==> src/rtl/nanorv32_busarb_pkg.sv <==
// Shared widths and FSM state encodings for the nanorv32 code/data bus arbiter.
package nanorv32_busarb_pkg;

    localparam int NANORV32_ADDR_MSB = 31;
    localparam int NANORV32_DATA_MSB = 31;

    typedef enum logic [1:0] {
        NANORV32_BUSARB_STATE_IDLE     = 2'd0,
        NANORV32_BUSARB_STATE_GNT_CODE = 2'd1,
        NANORV32_BUSARB_STATE_GNT_DATA = 2'd2
    } busarb_state_t;

endpackage

==> src/rtl/nanorv32_busarb_if.sv <==
// Bundle of CPU fetch port, CPU data port and shared memory port around the arbiter.
interface nanorv32_busarb_if;
    import nanorv32_busarb_pkg::*;

    logic [NANORV32_ADDR_MSB:0] cpu_codemem_addr;
    logic                       cpu_codemem_req;
    logic [NANORV32_DATA_MSB:0] codemem_cpu_rdata;
    logic                       codemem_cpu_ack;

    logic [NANORV32_ADDR_MSB:0] cpu_datamem_addr;
    logic [NANORV32_DATA_MSB:0] cpu_datamem_wdata;
    logic [3:0]                 cpu_datamem_bytesel;
    logic                       cpu_datamem_write;
    logic                       cpu_datamem_req;
    logic [NANORV32_DATA_MSB:0] datamem_cpu_rdata;
    logic                       datamem_cpu_ack;

    logic [NANORV32_ADDR_MSB:0] mem_addr;
    logic [NANORV32_DATA_MSB:0] mem_wdata;
    logic [3:0]                 mem_bytesel;
    logic                       mem_write;
    logic                       mem_req;
    logic [NANORV32_DATA_MSB:0] mem_rdata;
    logic                       mem_ack;

    // The arbiter's own view of the bundle.
    modport slave (
        input  cpu_codemem_addr, cpu_codemem_req,
        output codemem_cpu_rdata, codemem_cpu_ack,
        input  cpu_datamem_addr, cpu_datamem_wdata, cpu_datamem_bytesel,
        input  cpu_datamem_write, cpu_datamem_req,
        output datamem_cpu_rdata, datamem_cpu_ack,
        output mem_addr, mem_wdata, mem_bytesel, mem_write, mem_req,
        input  mem_rdata, mem_ack
    );

    modport master (
        output cpu_codemem_addr, cpu_codemem_req,
        input  codemem_cpu_rdata, codemem_cpu_ack,
        output cpu_datamem_addr, cpu_datamem_wdata, cpu_datamem_bytesel,
        output cpu_datamem_write, cpu_datamem_req,
        input  datamem_cpu_rdata, datamem_cpu_ack,
        input  mem_addr, mem_wdata, mem_bytesel, mem_write, mem_req,
        output mem_rdata, mem_ack
    );

endinterface

==> src/rtl/nanorv32_busarb.sv <==
// Arbitrates CPU fetch and data accesses onto one memory port, one access at a time,
// data first from idle, alternating when both wait, with a per-access ack timeout.
module nanorv32_busarb
    import nanorv32_busarb_pkg::*;
#(
    parameter int unsigned TIMEOUT_CYCLES = 255
) (
    input  logic                clk,
    input  logic                rst_n,
    nanorv32_busarb_if.slave    bus,
    output logic                bus_err
);

    localparam logic [7:0] TIMEOUT_LAST = 8'(TIMEOUT_CYCLES - 1);

    busarb_state_t state, state_nxt;
    logic [7:0]    wait_cnt;
    logic          timeout;
    logic          done;

    always_ff @(posedge clk) begin
        if (!rst_n) begin
            state    <= NANORV32_BUSARB_STATE_IDLE;
            wait_cnt <= 8'd0;
            bus_err  <= 1'b0;
        end else begin
            state <= state_nxt;
            // Every completion starts a fresh grant (or idles), so the count restarts.
            if (state == NANORV32_BUSARB_STATE_IDLE || done)
                wait_cnt <= 8'd0;
            else
                wait_cnt <= wait_cnt + 8'd1;
            if (timeout)
                bus_err <= 1'b1;
        end
    end

    always_comb begin
        state_nxt             = state;
        timeout               = 1'b0;
        done                  = 1'b0;
        bus.mem_req           = 1'b0;
        bus.mem_addr          = '0;
        bus.mem_wdata         = '0;
        bus.mem_bytesel       = 4'h0;
        bus.mem_write         = 1'b0;
        bus.codemem_cpu_ack   = 1'b0;
        bus.datamem_cpu_ack   = 1'b0;
        bus.codemem_cpu_rdata = '0;
        bus.datamem_cpu_rdata = '0;

        if (state != NANORV32_BUSARB_STATE_IDLE) begin
            timeout = !bus.mem_ack && (wait_cnt == TIMEOUT_LAST);
            done    = bus.mem_ack || timeout;
            bus.mem_req = 1'b1;
            if (!timeout) begin
                bus.codemem_cpu_rdata = bus.mem_rdata;
                bus.datamem_cpu_rdata = bus.mem_rdata;
            end
        end

        case (state)
            NANORV32_BUSARB_STATE_IDLE: begin
                if (bus.cpu_datamem_req)
                    state_nxt = NANORV32_BUSARB_STATE_GNT_DATA;
                else if (bus.cpu_codemem_req)
                    state_nxt = NANORV32_BUSARB_STATE_GNT_CODE;
            end
            NANORV32_BUSARB_STATE_GNT_CODE: begin
                bus.mem_addr        = bus.cpu_codemem_addr;
                bus.mem_bytesel     = 4'hF;
                bus.codemem_cpu_ack = done;
                // Hand the bus to the other requester first so neither can starve.
                if (done) begin
                    if (bus.cpu_datamem_req)
                        state_nxt = NANORV32_BUSARB_STATE_GNT_DATA;
                    else if (bus.cpu_codemem_req)
                        state_nxt = NANORV32_BUSARB_STATE_GNT_CODE;
                    else
                        state_nxt = NANORV32_BUSARB_STATE_IDLE;
                end
            end
            NANORV32_BUSARB_STATE_GNT_DATA: begin
                bus.mem_addr        = bus.cpu_datamem_addr;
                bus.mem_wdata       = bus.cpu_datamem_wdata;
                bus.mem_bytesel     = bus.cpu_datamem_bytesel;
                bus.mem_write       = bus.cpu_datamem_write;
                bus.datamem_cpu_ack = done;
                if (done) begin
                    if (bus.cpu_codemem_req)
                        state_nxt = NANORV32_BUSARB_STATE_GNT_CODE;
                    else if (bus.cpu_datamem_req)
                        state_nxt = NANORV32_BUSARB_STATE_GNT_DATA;
                    else
                        state_nxt = NANORV32_BUSARB_STATE_IDLE;
                end
            end
            default: state_nxt = NANORV32_BUSARB_STATE_IDLE;
        endcase
    end

endmodule

==> src/flat_wrapper.sv <==
// flat-port wrapper written by rule: the top's interface ports become plain ports
module nanorv32_busarb_flat import nanorv32_busarb_pkg::*;
#(
    parameter int unsigned TIMEOUT_CYCLES = 255
)
  (clk, rst_n, bus_err, bus_cpu_codemem_addr, bus_cpu_codemem_req, bus_codemem_cpu_rdata, bus_codemem_cpu_ack, bus_cpu_datamem_addr, bus_cpu_datamem_wdata, bus_cpu_datamem_bytesel, bus_cpu_datamem_write, bus_cpu_datamem_req, bus_datamem_cpu_rdata, bus_datamem_cpu_ack, bus_mem_addr, bus_mem_wdata, bus_mem_bytesel, bus_mem_write, bus_mem_req, bus_mem_rdata, bus_mem_ack);
  nanorv32_busarb_if bus_i ();
  input  logic clk;
  input  logic rst_n;
  output logic bus_err;
  input wire logic [$bits(bus_i.cpu_codemem_addr)-1:0] bus_cpu_codemem_addr;
  input wire logic [$bits(bus_i.cpu_codemem_req)-1:0] bus_cpu_codemem_req;
  output wire logic [$bits(bus_i.codemem_cpu_rdata)-1:0] bus_codemem_cpu_rdata;
  output wire logic [$bits(bus_i.codemem_cpu_ack)-1:0] bus_codemem_cpu_ack;
  input wire logic [$bits(bus_i.cpu_datamem_addr)-1:0] bus_cpu_datamem_addr;
  input wire logic [$bits(bus_i.cpu_datamem_wdata)-1:0] bus_cpu_datamem_wdata;
  input wire logic [$bits(bus_i.cpu_datamem_bytesel)-1:0] bus_cpu_datamem_bytesel;
  input wire logic [$bits(bus_i.cpu_datamem_write)-1:0] bus_cpu_datamem_write;
  input wire logic [$bits(bus_i.cpu_datamem_req)-1:0] bus_cpu_datamem_req;
  output wire logic [$bits(bus_i.datamem_cpu_rdata)-1:0] bus_datamem_cpu_rdata;
  output wire logic [$bits(bus_i.datamem_cpu_ack)-1:0] bus_datamem_cpu_ack;
  output wire logic [$bits(bus_i.mem_addr)-1:0] bus_mem_addr;
  output wire logic [$bits(bus_i.mem_wdata)-1:0] bus_mem_wdata;
  output wire logic [$bits(bus_i.mem_bytesel)-1:0] bus_mem_bytesel;
  output wire logic [$bits(bus_i.mem_write)-1:0] bus_mem_write;
  output wire logic [$bits(bus_i.mem_req)-1:0] bus_mem_req;
  input wire logic [$bits(bus_i.mem_rdata)-1:0] bus_mem_rdata;
  input wire logic [$bits(bus_i.mem_ack)-1:0] bus_mem_ack;
  assign bus_i.cpu_codemem_addr = bus_cpu_codemem_addr;
  assign bus_i.cpu_codemem_req = bus_cpu_codemem_req;
  assign bus_codemem_cpu_rdata = bus_i.codemem_cpu_rdata;
  assign bus_codemem_cpu_ack = bus_i.codemem_cpu_ack;
  assign bus_i.cpu_datamem_addr = bus_cpu_datamem_addr;
  assign bus_i.cpu_datamem_wdata = bus_cpu_datamem_wdata;
  assign bus_i.cpu_datamem_bytesel = bus_cpu_datamem_bytesel;
  assign bus_i.cpu_datamem_write = bus_cpu_datamem_write;
  assign bus_i.cpu_datamem_req = bus_cpu_datamem_req;
  assign bus_datamem_cpu_rdata = bus_i.datamem_cpu_rdata;
  assign bus_datamem_cpu_ack = bus_i.datamem_cpu_ack;
  assign bus_mem_addr = bus_i.mem_addr;
  assign bus_mem_wdata = bus_i.mem_wdata;
  assign bus_mem_bytesel = bus_i.mem_bytesel;
  assign bus_mem_write = bus_i.mem_write;
  assign bus_mem_req = bus_i.mem_req;
  assign bus_i.mem_rdata = bus_mem_rdata;
  assign bus_i.mem_ack = bus_mem_ack;
  nanorv32_busarb #(.TIMEOUT_CYCLES(TIMEOUT_CYCLES)) u_core (.clk(clk), .rst_n(rst_n), .bus(bus_i), .bus_err(bus_err));
endmodule
==> config.mk <==
export PLATFORM = sky130hd
export DESIGN_NAME = nanorv32_busarb_flat
export DESIGN_NICKNAME = d
export VERILOG_FILES = /design/src/rtl/nanorv32_busarb_pkg.sv /design/src/rtl/nanorv32_busarb_if.sv /design/src/rtl/nanorv32_busarb.sv /design/src/flat_wrapper.sv
export SDC_FILE = /design/constraint.sdc
export NUM_CORES = 1
export LEC_CHECK = 0
export BUFFER_PORTS_ARGS = -buffer_cell sky130_fd_sc_hd__buf_2
export CORE_AREA = 5 5 103 105
export CTS_CLUSTER_SIZE = 40
export DETAILED_ROUTE_END_ITERATION = 6
export DIE_AREA = 0 0 108 110
export GPL_TIMING_DRIVEN = 0
export PLACE_DENSITY_LB_ADDON = 0.15
export RECOVER_POWER = 25
export SYNTH_ARGS = -nofsm -noshare
export SYNTH_HDL_FRONTEND = slang
export SYNTH_SLANG_ARGS = --single-unit
==> constraint.sdc <==
create_clock -name clk -period 1.7 [get_ports clk]
set_clock_uncertainty 0.2 [all_clocks]
set_input_delay 0.17 -clock clk [delete_from_list [all_inputs] [get_ports clk]]
set_output_delay 0.17 -clock clk [all_outputs]
set_load 0.01 [all_outputs]
After elaboration in Yosys (flattened, before gate mapping)
Cells that the tools add are included.
- input port bits: 138
- logic and storage cells: 39
- register bits: 11
- muxes and demuxes: 20
- equality and inequality tests: 6
- bitwise gates (word level): 1
- reduce and logical (&&, ||, !) cells: 8
- add/sub/neg operators: 1
- operator list (cell ; number):
    $mux W32 ; 3
    $pmux W32 S2 ; 1
    $mux W2 ; 7
    $add A8 B1 Y8 const B ; 1
    $eq A8 B8 Y1 const B ; 1
    $pmux W4 S2 ; 1
    $mux W1 ; 7
    $pmux W2 S3 ; 1
    $ne A2 B1 Y1 const B ; 2
    $ne A3 B3 Y1 const B ; 1
    $reduce_and A3 Y1 ; 1
    $eq A2 B1 Y1 const B ; 1
    $eq A2 B2 Y1 const B ; 1
    $logic_not A2 Y1 ; 1
    $logic_or A1 B1 Y1 ; 2
    $reduce_bool A2 Y1 ; 1
    $reduce_or A2 Y1 ; 1
    $logic_and A1 B1 Y1 ; 1
    $logic_not A1 Y1 ; 1
    $not A1 Y1 ; 1

Longest topological paths before layout
- depth after elaboration: 6
- mapped depth: 8
- depth with buffers taken out: 6

Least setup slack after synthesis
Ideal clock, no wire load.
- kind: reg-to-output
- start point: register u_core.wait_cnt[0]
- end point: output bus_datamem_cpu_rdata[10]
- stages on the path, launching flop included: 9
- slack: -0.155 ns
- buffers on the path: 2
- arrival: 1.485 ns
- cells stage by stage: dfxtp_1 -> inv_1 -> ha_1 -> nand3_1 -> nor3_2 -> nor2_1 -> clkbuf_2 -> and2_1 -> buf_4
- longest elaborated chain between the ends: 4
- ends and longest elaborated chain (element ; line ; RTL):
    start, declared ; nanorv32_busarb.sv:17 ; logic [7:0] wait_cnt;
    start signal, assigned ; nanorv32_busarb.sv:32 ; wait_cnt <= wait_cnt + 8'd1;
    $eq A8 B8 Y1 ; nanorv32_busarb.sv:53 ; timeout = !bus.mem_ack && (wait_cnt == TIMEOUT_LAST);
    $logic_and A1 B1 Y1 ; nanorv32_busarb.sv:53 ;
    $mux W32 (2 in a row) ; n/a ;
    end, declared ; flat_wrapper.sv:20 ; output wire logic [$bits(bus_i.datamem_cpu_rdata)-1:0] bus_datamem_cpu_rdata;
Every way passes these cells.

Final worst setup path
- start point: register u_core.wait_cnt[0]
- end point: output bus_datamem_cpu_rdata[8]
- longest elaborated chain between the ends: 4
- ends and longest elaborated chain (element ; line ; RTL):
    $eq A8 B8 Y1 ; nanorv32_busarb.sv:53 ;
    $logic_and A1 B1 Y1 ; nanorv32_busarb.sv:53 ;
    $mux W32 ; nanorv32_busarb.sv:56 ; if (!timeout) begin
    $mux W32 ; nanorv32_busarb.sv:52 ; if (state != NANORV32_BUSARB_STATE_IDLE) begin
Every way passes these cells.

==> impl_metrics.json <==
{
  "tightest_slew_ps": 285,
  "fin_crit_sh_pct": 120,
  "seq_area_frac_synth_pct": 11.9,
  "layout_setup_ws_ps": -345,
  "cts_tree": "built",
  "ctsHoldBuffers": 0,
  "yosys.cell_types.count": 35,
  "switchingPower_uw": 3100,
  "crit_arrival_ps": 1680,
  "dp_cells": 664,
  "dr.pass1.iters": 4,
  "worst-path-stages": 9,
  "p_int_uw": 5020,
  "nNetsFinal": 714,
  "synth_most_common_cell": "and2_1",
  "area_growth_pct": 178,
  "grt_max_degree": 11,
  "cts_buffers": 3,
  "setup_viol": 137,
  "syn_nets": 401,
  "grt_pass1_vias": 3077,
  "ys_warn_count": 0,
  "holdPathStages": 3,
  "cp_max_fo": 7,
  "rsz0062_at_grt": "true",
  "r2r_cells": 8,
  "crit_buf_inv": 4,
  "p_per_area_mw_per_mm2": 1570,
  "cts_root_buf": "clkbuf_8",
  "rows": 36,
  "antenna_found_initial": 4,
  "port_buffers": 274,
  "overflow": 0,
  "worstPathCellList": "inv_2, ha_4, nand3_4, nor3_4, nor2_4, clkbuf_8, and2_4, buf_6, buf_6",
  "cts_buffer_depth": 2,
  "drtIter0Drc": 123,
  "period_needed_ps": 2050,
  "cp_slowest_cell": "dfxtp_4",
  "relSlewSlack_pct": 80.9,
  "die_area_mm2": 0.0119,
  "synth_flop_cell": "dfxtp_1",
  "dp.final_hpwl_um": 9010,
  "seqPwrFrac_pct": 4.0,
  "post_drt_wl_per_cell_um": 17.3,
  "final_antenna_net_count": 0,
  "die_w_um": 108,
  "syn_avg_cell_area_um2": 7.22,
  "ys_ff_latch": 11,
  "drive_gt1_share_pct": 87.2,
  "power_uw": 8110,
  "pwr-share-clk_pct": 3.2,
  "hold_violations": 0,
  "clk_pin_slew_ps": 50,
  "netlist_top_cells_count": "65 x and2_1, 37 x nor2b_1, 32 x a22oi_1, 32 x buf_4, 11 x dfxtp_1",
  "cp_common_cell": "buf_6",
  "via_per_inst": 4.21,
  "initial_utilization_pct": 19.4,
  "maxCapViolCount": 0,
  "async_flop_share_pct": 0,
  "num_vias": 2969,
  "cp.required_ps": 1330,
  "slew_violations": 0,
  "drt-total-wl_um": 12200,
  "cp-start-kind": "flip-flop",
  "synth_top_cell_by_area": "and2_1",
  "yosys-top-cells-area": "and2_1 22%, a22oi_1 13%, buf_4 13%, nor2b_1 12%, dfxtp_1 12%",
  "fmax_ghz": 0.489,
  "pin_count": 275,
  "die_y_um": 110,
  "max_stage_delay_ps": 350,
  "crit_family": "simple AND/OR/NAND/NOR gates",
  "gp_congestion": 0.782,
  "stdcell_count": 705,
  "critical_path_class": "reg2out",
  "clkLatencyLatePin_ps": 230,
  "leakagePower_uw": 0.00257,
  "peakVddDrop_v": 0.000750,
  "violations": "setup timing",
  "placed_area_mm2": 0.00352,
  "p_comb_share_pct": 92.8,
  "core_mm2": 0.00955,
  "h-tree-depth": 1,
  "synth_edf_count": 0,
  "status": "finished with violations",
  "yosys.area.top_type_share_pct": 21.9,
  "end_kind": "output port",
  "syn_area_mm2": 0.00185,
  "holdCritPathClass": "in2reg",
  "grt_pass1_wl_um": 16800,
  "route.detailed.drc": 0,
  "postLayoutCellArea_mm2": 0.00516,
  "syn_inst": 257,
  "swShare_pct": 38.2,
  "grt_usage_pct": 18.0,
  "clkSinkCount": 11
}
tightest hold or removal path, stage by stage:
cell and delay (ps):
buf_2 120, nand2_1 60, mux2i_1 50
path summary, 6_finish.rpt:
check             slack [ps]                        to               start
setup / recovery        -350  bus_datamem_cpu_rdata[8]  u_core.wait_cnt[0]
hold / removal            10           u_core.state[0]               rst_n
setup reg to reg        -110           u_core.state[1]     u_core.state[1]
hold reg to reg          290            u_core.bus_err      u_core.bus_err
cell type report:
cell class / count / area [um2]
Multi-Input combinational cell: 189 / 1710
Inverter: 6 / 25.0
Buffer: 49 / 633
Sequential cell: 11 / 240
Antenna cell: 3 / 7.51
Timing Repair Buffer: 310 / 2340
Tap cell: 133 / 166
Clock buffer: 4 / 45.0
Fill cell: 897 / 4390
registers in the layout (all words and copies together), names as in the netlist:
name / cells
u_core.wait_cnt: 8
u_core.state: 2
u_core.bus_err: 1
layer usage:
metal	vias up	part of all wire, %	track usage, %
li1	1459	-	-
met4	4	2.1	3.79
met1	1370	36	19.8
met5	-	0.21	0
met2	116	56	36.4
met3	20	6.2	2.62
power groups by stage:
stage	Sequential, uW	Clock, uW	Combinational, uW
floorplan	314	0	2880
global placement	320	0	4390
detailed placement	321	0	4410
CTS	323	264	7360
global route	327	277	7970
finish	324	257	7530
cells in the final DEF (no fill, tap or decap), drive strengths merged:
cell / Yosys / routed
a211o: 1 / 1
a21oi: 5 / 5
a22oi: 32 / 32
and2: 65 / 65
and3: 1 / 1
and4: 1 / 1
buf: 39 / 344
clkbuf: 12 / 19
dfxtp: 11 / 11
diode: 0 / 3
ha: 6 / 6
inv: 6 / 6
mux2i: 2 / 2
nand2: 3 / 3
nand2b: 1 / 1
nand3: 4 / 4
nand4: 2 / 2
nand4b: 1 / 1
nor2: 14 / 14
nor2b: 37 / 37
nor3: 2 / 2
nor3b: 1 / 1
o21a: 1 / 1
o21ai: 2 / 2
o32a: 1 / 1
or4: 1 / 1
xnor2: 1 / 1
xor2: 5 / 5
logic make-up after synthesis:
family	after synthesis	share of synthesized area, %
flip-flops	11	11.9
AND/OR/NAND/NOR	133	45.0
multiplexers	2	1.08
adder cells (fa/ha/maj)	6	4.05
AO/OA/AOI/OAI	42	16.3
XOR/XNOR	6	2.83
buffers and inverters	57	18.8
metrics by stage:
step / worst slack [ps] / hold WS [ps] / TNS [ps] / utilization [%]
global placement: -346 / 258 / -26540 / 36.8
finish: -345 / 13.3 / -29850 / 54.0
CTS: -374 / 12.5 / -32640 / 53.3
global route: -444 / 11.7 / -39590 / 54.0
floorplan: -1.10 / 116 / -11.0 / -
detailed placement: -343 / 249 / -27950 / 36.8
repair_timing:
item / CTS / global route
buffers inserted: 21 / 1
resized for setup: 287 / 20
gates cloned: 14 / 0
pin swaps: 51 / 5
setup endpoints to repair: 144 / 145
No activity file was read; power rests on OpenSTA's default activity.
